`src/rtl/text_pkg.sv`:
```
// Shared constants, control codes and FSM state type for the text console writer.
// No logic; latency n/a.
// Build option TEXT_WRITER_SCROLL_EN selects scroll-on-overflow versus wrap-to-top.
package text_pkg;

  localparam int          COLS   = 40;
  localparam int          ROWS   = 25;
  localparam int          ADDR_W = 10;
  localparam logic [7:0]  BLANK  = 8'h00;

  localparam logic [7:0]  CH_BS  = 8'h08;
  localparam logic [7:0]  CH_LF  = 8'h0A;
  localparam logic [7:0]  CH_FF  = 8'h0C;
  localparam logic [7:0]  CH_CR  = 8'h0D;

  typedef enum logic [2:0] {
    ST_IDLE,
    ST_PUT,
    ST_SCROLL_RD,
    ST_SCROLL_WR,
    ST_CLEAR
  } state_t;

  // Bytes that land in text memory; everything below 0x20 and DEL is a control code.
  function automatic logic is_printable(input logic [7:0] b);
    return (b >= 8'h20) && (b != 8'h7F);
  endfunction

endpackage

```
`src/rtl/text_cursor.sv`:
```
// Cursor x/y counters with inc/newline/cr/back/home controls and linear address.
// Updates on the clock edge after a control is asserted; address is combinational.
// No backpressure; TEXT_WRITER_SCROLL_EN pins y at the last row on overflow, else y wraps to 0.
module text_cursor
  import text_pkg::*;
(
  input  logic              clk,
  input  logic              rst_n,
  input  logic              i_inc,
  input  logic              i_newline,
  input  logic              i_cr,
  input  logic              i_back,
  input  logic              i_home,
  output logic [5:0]        o_x,
  output logic [4:0]        o_y,
  output logic              o_wrap_inc,
  output logic              o_wrap_nl,
  output logic [ADDR_W-1:0] o_addr
);

  localparam logic [5:0] LAST_X = 6'(COLS - 1);
  localparam logic [4:0] LAST_Y = 5'(ROWS - 1);

  logic [5:0] r_x;
  logic [4:0] r_y;
  logic       w_last_x;
  logic       w_last_y;
  logic [4:0] w_y_adv;

  assign w_last_x = (r_x == LAST_X);
  assign w_last_y = (r_y == LAST_Y);

`ifdef TEXT_WRITER_SCROLL_EN
  // On the last row the row index holds; the screen contents move instead.
  assign w_y_adv = w_last_y ? LAST_Y : (r_y + 5'd1);
`else
  // Without scrolling the cursor returns to the top row.
  assign w_y_adv = w_last_y ? 5'd0 : (r_y + 5'd1);
`endif

  // Overflow flags tell the writer FSM that a scroll/clear must follow the move.
  assign o_wrap_inc = w_last_x && w_last_y;
  assign o_wrap_nl  = w_last_y;

  assign o_x    = r_x;
  assign o_y    = r_y;
  assign o_addr = (ADDR_W'(r_y) * ADDR_W'(COLS)) + ADDR_W'(r_x);

  // Cursor register: home has priority, then newline, cr, backspace, advance.
  always_ff @(posedge clk or negedge rst_n) begin
    if (!rst_n) begin
      r_x <= 6'd0;
      r_y <= 5'd0;
    end else if (i_home) begin
      r_x <= 6'd0;
      r_y <= 5'd0;
    end else if (i_newline) begin
      r_x <= 6'd0;
      r_y <= w_y_adv;
    end else if (i_cr) begin
      r_x <= 6'd0;
    end else if (i_back) begin
      if (r_x != 6'd0) begin
        r_x <= r_x - 6'd1;
      end
    end else if (i_inc) begin
      if (w_last_x) begin
        r_x <= 6'd0;
        r_y <= w_y_adv;
      end else begin
        r_x <= r_x + 6'd1;
      end
    end
  end

endmodule

```
`src/rtl/text_console_writer.sv`:
```
// Byte stream to 40x25 text RAM writer with cursor, control codes, clear and scroll.
// Printable byte: RAM write the cycle after acceptance, 1 byte per 2 cycles; clear/scroll run to completion.
// in_ready only in IDLE; TEXT_WRITER_SCROLL_EN enables scroll on overflow (else wrap to row 0 and clear it).
module text_console_writer
  import text_pkg::*;
(
  input  logic              clk,
  input  logic              rst_n,
  input  logic [7:0]        in_data,
  input  logic              in_valid,
  output logic              in_ready,
  output logic [ADDR_W-1:0] mem_addr,
  output logic [7:0]        mem_wdata,
  output logic              mem_we,
  input  logic [7:0]        mem_rdata,
  output logic [5:0]        cursor_x,
  output logic [4:0]        cursor_y,
  output logic              busy
);

  state_t              r_state;
  state_t              w_state_nxt;
  logic                r_rdy;
  logic [ADDR_W-1:0]   r_cnt;
  logic [ADDR_W-1:0]   w_cnt_nxt;
  logic [ADDR_W-1:0]   r_clr_end;
  logic [ADDR_W-1:0]   w_clr_end_nxt;
  logic [7:0]          r_data;
  logic [7:0]          w_data_nxt;
  logic                r_put_adv;
  logic                w_put_adv_nxt;
  logic                r_home_pend;
  logic                w_home_pend_nxt;

  logic                w_accept;
  logic                w_ovf;
  logic                w_inc;
  logic                w_newline;
  logic                w_cr;
  logic                w_back;
  logic                w_home;
  logic                w_wrap_inc;
  logic                w_wrap_nl;
  logic [ADDR_W-1:0]   w_cur_addr;

  assign in_ready = r_rdy && (r_state == ST_IDLE);
  assign w_accept = in_valid && in_ready;
  assign busy     = (r_state == ST_SCROLL_RD) || (r_state == ST_SCROLL_WR) ||
                    (r_state == ST_CLEAR);

`ifndef TEXT_WRITER_SCROLL_EN
  // Read data is only consumed by the scroll copy.
  logic w_unused_rdata;
  assign w_unused_rdata = ^mem_rdata;
`endif

  text_cursor u_cursor (
    .clk        (clk),
    .rst_n      (rst_n),
    .i_inc      (w_inc),
    .i_newline  (w_newline),
    .i_cr       (w_cr),
    .i_back     (w_back),
    .i_home     (w_home),
    .o_x        (cursor_x),
    .o_y        (cursor_y),
    .o_wrap_inc (w_wrap_inc),
    .o_wrap_nl  (w_wrap_nl),
    .o_addr     (w_cur_addr)
  );

  // State and datapath registers; ready is held low until the first edge after reset.
  always_ff @(posedge clk or negedge rst_n) begin
    if (!rst_n) begin
      r_state     <= ST_IDLE;
      r_rdy       <= 1'b0;
      r_cnt       <= '0;
      r_clr_end   <= '0;
      r_data      <= 8'h00;
      r_put_adv   <= 1'b0;
      r_home_pend <= 1'b0;
    end else begin
      r_state     <= w_state_nxt;
      r_rdy       <= 1'b1;
      r_cnt       <= w_cnt_nxt;
      r_clr_end   <= w_clr_end_nxt;
      r_data      <= w_data_nxt;
      r_put_adv   <= w_put_adv_nxt;
      r_home_pend <= w_home_pend_nxt;
    end
  end

  // Next state, cursor controls and memory port drive.
  always_comb begin
    w_state_nxt     = r_state;
    w_cnt_nxt       = r_cnt;
    w_clr_end_nxt   = r_clr_end;
    w_data_nxt      = r_data;
    w_put_adv_nxt   = r_put_adv;
    w_home_pend_nxt = r_home_pend;
    w_ovf           = 1'b0;
    w_inc           = 1'b0;
    w_newline       = 1'b0;
    w_cr            = 1'b0;
    w_back          = 1'b0;
    w_home          = 1'b0;
    mem_addr        = '0;
    mem_wdata       = 8'h00;
    mem_we          = 1'b0;

    unique case (r_state)
      ST_IDLE: begin
        if (w_accept) begin
          if (in_data == CH_LF) begin
            w_newline = 1'b1;
            w_ovf     = w_wrap_nl;
          end else if (in_data == CH_CR) begin
            w_cr = 1'b1;
          end else if (in_data == CH_BS) begin
            // No reverse line wrap: backspace at column 0 is dropped.
            if (cursor_x != 6'd0) begin
              w_back        = 1'b1;
              w_data_nxt    = BLANK;
              w_put_adv_nxt = 1'b0;
              w_state_nxt   = ST_PUT;
            end
          end else if (in_data == CH_FF) begin
            w_cnt_nxt       = '0;
            w_clr_end_nxt   = ADDR_W'(ROWS * COLS - 1);
            w_home_pend_nxt = 1'b1;
            w_state_nxt     = ST_CLEAR;
          end else if (is_printable(in_data)) begin
            w_data_nxt    = in_data;
            w_put_adv_nxt = 1'b1;
            w_state_nxt   = ST_PUT;
          end
        end
      end

      ST_PUT: begin
        // Address comes from the cursor as it stands this cycle; advance happens after.
        mem_we      = 1'b1;
        mem_addr    = w_cur_addr;
        mem_wdata   = r_data;
        w_state_nxt = ST_IDLE;
        if (r_put_adv) begin
          w_inc = 1'b1;
          w_ovf = w_wrap_inc;
        end
      end

`ifdef TEXT_WRITER_SCROLL_EN
      ST_SCROLL_RD: begin
        mem_addr    = r_cnt + ADDR_W'(COLS);
        w_state_nxt = ST_SCROLL_WR;
      end

      ST_SCROLL_WR: begin
        // RAM read data from the previous cycle's address is copied one row up.
        mem_we    = 1'b1;
        mem_addr  = r_cnt;
        mem_wdata = mem_rdata;
        if (r_cnt == ADDR_W'((ROWS - 1) * COLS - 1)) begin
          w_cnt_nxt     = ADDR_W'((ROWS - 1) * COLS);
          w_clr_end_nxt = ADDR_W'(ROWS * COLS - 1);
          w_state_nxt   = ST_CLEAR;
        end else begin
          w_cnt_nxt   = r_cnt + ADDR_W'(1);
          w_state_nxt = ST_SCROLL_RD;
        end
      end
`endif

      ST_CLEAR: begin
        mem_we    = 1'b1;
        mem_addr  = r_cnt;
        mem_wdata = BLANK;
        if (r_cnt == r_clr_end) begin
          w_home          = r_home_pend;
          w_home_pend_nxt = 1'b0;
          w_state_nxt     = ST_IDLE;
        end else begin
          w_cnt_nxt = r_cnt + ADDR_W'(1);
        end
      end

      default: begin
        w_state_nxt = ST_IDLE;
      end
    endcase

    // Cursor moved past the bottom row: scroll up, or wrap and blank the top row.
    if (w_ovf) begin
`ifdef TEXT_WRITER_SCROLL_EN
      w_cnt_nxt   = '0;
      w_state_nxt = ST_SCROLL_RD;
`else
      w_cnt_nxt     = '0;
      w_clr_end_nxt = ADDR_W'(COLS - 1);
      w_state_nxt   = ST_CLEAR;
`endif
    end
  end

endmodule
```
`config.mk`:
```
export PLATFORM = sky130hd
export DESIGN_NAME = text_console_writer
export DESIGN_NICKNAME = d
export VERILOG_FILES = /design/src/rtl/text_pkg.sv /design/src/rtl/text_cursor.sv /design/src/rtl/text_console_writer.sv
export SDC_FILE = /design/constraint.sdc
export NUM_CORES = 1
export LEC_CHECK = 0
export ABC_AREA = 0
export BUFFER_PORTS_ARGS = -buffer_cell sky130_fd_sc_hd__buf_2
export CELL_PAD_IN_SITES_DETAIL_PLACEMENT = 2
export CELL_PAD_IN_SITES_GLOBAL_PLACEMENT = 2
export CORE_UTILIZATION = 36
export CTS_CLUSTER_DIAMETER = 50
export CTS_CLUSTER_SIZE = 12
export DETAILED_ROUTE_END_ITERATION = 8
export GPL_ROUTABILITY_DRIVEN = 0
export PLACE_DENSITY = 0.87
export SETUP_SLACK_MARGIN = 0.4
export SYNTH_ARGS = -nofsm -noshare
export SYNTH_HDL_FRONTEND = slang
export SYNTH_SLANG_ARGS = --single-unit
```
`constraint.sdc`:
```
create_clock -name clk -period 3.2 [get_ports clk]
set_input_delay 0.16 -clock clk [delete_from_list [all_inputs] [get_ports clk]]
set_output_delay 0.16 -clock clk [all_outputs]
set_load 0.1 [all_outputs]
```
==> results_dict.tcl <==
set metrics [dict create \
    clkLatencyLatePin_ns 0.29 \
    final_max_slew_viol_count 0 \
    cp_cell_sequence "ha_4 -> ha_4 -> inv_2 -> fa_2 -> xor2_2 -> nor3b_2 -> xnor2_1 -> xnor2_1 -> o21ai_4 -> buf_12" \
    clkTransAtPathRegs_ns 0.07 \
    setup-violations-final 0 \
    dp_hpwl_um 7150 \
    viasPerCell 5.89 \
    synth_common_cells "dfrtp_1 (36), nand2_1 (34), a21oi_1 (22)" \
    rows 32 \
    layout-drive-gt1-share 0.311 \
    firstDrtPassIters 4 \
    cp.arrival_ns 2.63 \
    cts_inserted_buffers 5 \
    hold_slack_ns -0.0125 \
    htreeDepth 2 \
    relSlewSlack 0.411 \
    rsz0062_at_grt "yes" \
    startpoint_type "register" \
    status "finished, violations left" \
    muxShareOfSynthArea 0.0347 \
    die_x_um 91 \
    hold_class "input pin to asynchronous set/reset pin" \
    cp-end-kind "output pin" \
    port_buffers 42 \
    synth_area_per_cell_um2 8.56 \
    yosys-top-cells-area "dfrtp_1 (32%), ha_1 (8.3%), nand2_1 (4.5%)" \
    via_count 2833 \
    cts_tree "built" \
    ctsHoldBuffers 0 \
    first_iter_violations 127 \
    fp.dieH_um 91 \
    ys_warn_count 0 \
    synth_edf_count 0 \
    core_area_um2 7690 \
    cts_root_buf "clkbuf_8" \
    synth_top_family_by_area "simple AND/OR/NAND/NOR gates" \
    synth_seq_cells 36 \
    synth_fa_ha_area_frac 0.0974 \
    p_leak_nw 1.46 \
    skew_ns 0.00673 \
    synth_top_area_cell "dfrtp_1" \
    ys_types 66 \
    worst_pin_slew_ns 0.883 \
    violations "hold timing" \
    cp_max_fo 2 \
    worst_slack_ns 0.407 \
    powerDensity_nw_per_um2 918 \
    grt_pass1_wl_um 15900 \
    grt_antenna_before_repair 0 \
    cts_max_path_buffers 2 \
    synth.top_cell.area_share 0.316 \
    syn_area_um2 2850 \
    fmax_ghz 0.358 \
    yosysSeqAreaShare 0.316 \
    finalHoldViolations 22 \
    placed_cells 464 \
    critPathMaxStageDelay_ns 0.50 \
    async_reset_ff_frac 1.00 \
    synthToLayoutAreaGrowth_pct 22.2 \
    fin_nets 419 \
    synthSimpleGateAreaFrac 0.290 \
    initial_core_util 0.371 \
    synth-main-ff-cell "dfrtp_1" \
    grt_max_degree 37 \
    track_usage 0.242 \
    layout_min_cycle_time_ns 2.79 \
    synth_compound_area_frac 0.193 \
    ant_nets 0 \
    dieArea_um2 8280 \
    syn_nets 373 \
    antenna_cells 0 \
    grt_pass1_vias 3045 \
    wirelength_um 10900 \
    grt_overflow 0 \
    cp_slowest_cell "dfrtp_4" \
    fin_cells 481 \
    drc 0 \
    ios 51 \
    place_ws_ns 0.447 \
    synth-xor-area-share 0.0246 \
    required_ns 3.04 \
    yosysMostFrequentCell "dfrtp_1" \
    crit_type "register to output pin" \
    period_share 0.873 \
    maxCapViolCount 0 \
    setup_tns_ns 0 \
    wl_per_cell_um 22.6 \
    irDropWorstVdd_mv 0.743 \
    netlist_instances 333 \
    clock_sinks 36 \
]
## metal layers
metal / global-route usage / wire (um) / share of wire / up-vias
li1: - / - / - / 1291
met1: 0.296 / 4580 / 0.42 / 1455
met2: 0.446 / 5740 / 0.53 / 61
met3: 0.0302 / 249 / 0.023 / 26
met4: 0.0635 / 304 / 0.028 / 0
met5: 0 / 0 / 0 / -
## critical path, delay by kind of cell (launching register included)
family | cells | cell delay, ns
xor gates and xnor gates | 3 | 0.50
adders and majority gates | 3 | 0.76
DFF | 1 | 0.50
and+or+nand+nor | 1 | 0.18
AOI/OAI and AO/OA | 1 | 0.19
buffers and inverters | 2 | 0.23
## where the power goes
part,leakage (nW),switching (mW),internal (mW)
registers,0.427,0.183,0.582
clock network,0.0410,0.170,0.148
logic,0.995,1.52,0.600
## logic make-up after synthesis
| kind of cell | after synthesis |
|---|---|
| AND/OR/NAND/NOR | 145 |
| adder cells (fa/ha/maj) | 21 |
| multiplexers | 9 |
| flip-flops | 36 |
| other | 1 |
| buffers and inverters | 30 |
| XOR/XNOR | 8 |
| AO/OA/AOI/OAI | 83 |
## stage by stage
| step | util | hold slack (ns) | cell area, um^2 | power, mW |
|---|---|---|---|---|
| after floorplan | - | -0.136 | 2970 | 2.32 |
| final | 0.453 | -0.0125 | 3490 | 3.20 |
| after CTS | 0.444 | 0.0222 | 3420 | 3.09 |
| after detailed placement | 0.425 | 0.340 | 3270 | 2.73 |
| after global placement | 0.425 | 0.325 | 3270 | 2.64 |
| after global routing | 0.453 | 0.0486 | 3490 | 3.35 |
## path summary, 6_finish.rpt
path,startpoint,end,slack (ns),depth (start not counted)
min in group clk,in_data[3],r_data[3],0.14,2
worst max-delay path,u_cursor.o_y[3],mem_addr[9],0.41,10
worst min register to register,r_data[4],r_data[4],0.51,1
max in group asynchronous,rst_n,u_cursor.o_y[2],2.56,1
worst max register to register,u_cursor.o_x[1],r_state[2],0.52,7
worst min-delay path,rst_n,r_cnt[4],-0.01,1
## layout make-up
cell class,count,area [um^2]
clock buffer,6,72.6
clock inverter,1,5.00
fill,878,4200
inverter,13,48.8
multi-input combinational,267,1960
sequential,36,918
tap,102,128
timing repair buffer,56,350
## cells in the final DEF, fill, tap and decap left out, types with 6 or more instances in the layout
cell type | netlist | final
inv_1 | 13 | 12
and2_1 | 13 | 13
o21ai_0 | 16 | 15
nor3_1 | 11 | 11
buf_4 | 0 | 15
nand4_1 | 6 | 6
a22oi_1 | 8 | 8
a21oi_1 | 22 | 21
ha_1 | 19 | 15
mux2_2 | 6 | 6
buf_2 | 3 | 38
nand2_1 | 34 | 34
nand3_1 | 17 | 17
nor2_1 | 19 | 19
dfrtp_1 | 36 | 30
## flip-flops by register name, indices dropped and copies added (netlist names)
signal / flops
r_put_adv: 1
r_rdy: 1
r_state: 2
r_cnt: 10
r_home_pend: 1
r_data: 8
r_clr_end: 2
u_cursor.o_x: 6
u_cursor.o_y: 5
## repair_timing
action,4_1_cts,5_1_grt
pin swaps,0,7
hold endpoints to repair,0,0
endpoints found under the setup margin,3,5
cloned,0,0
buffers inserted,3,7
gates resized for setup,11,5
Power figures use the tool's default switching activity.
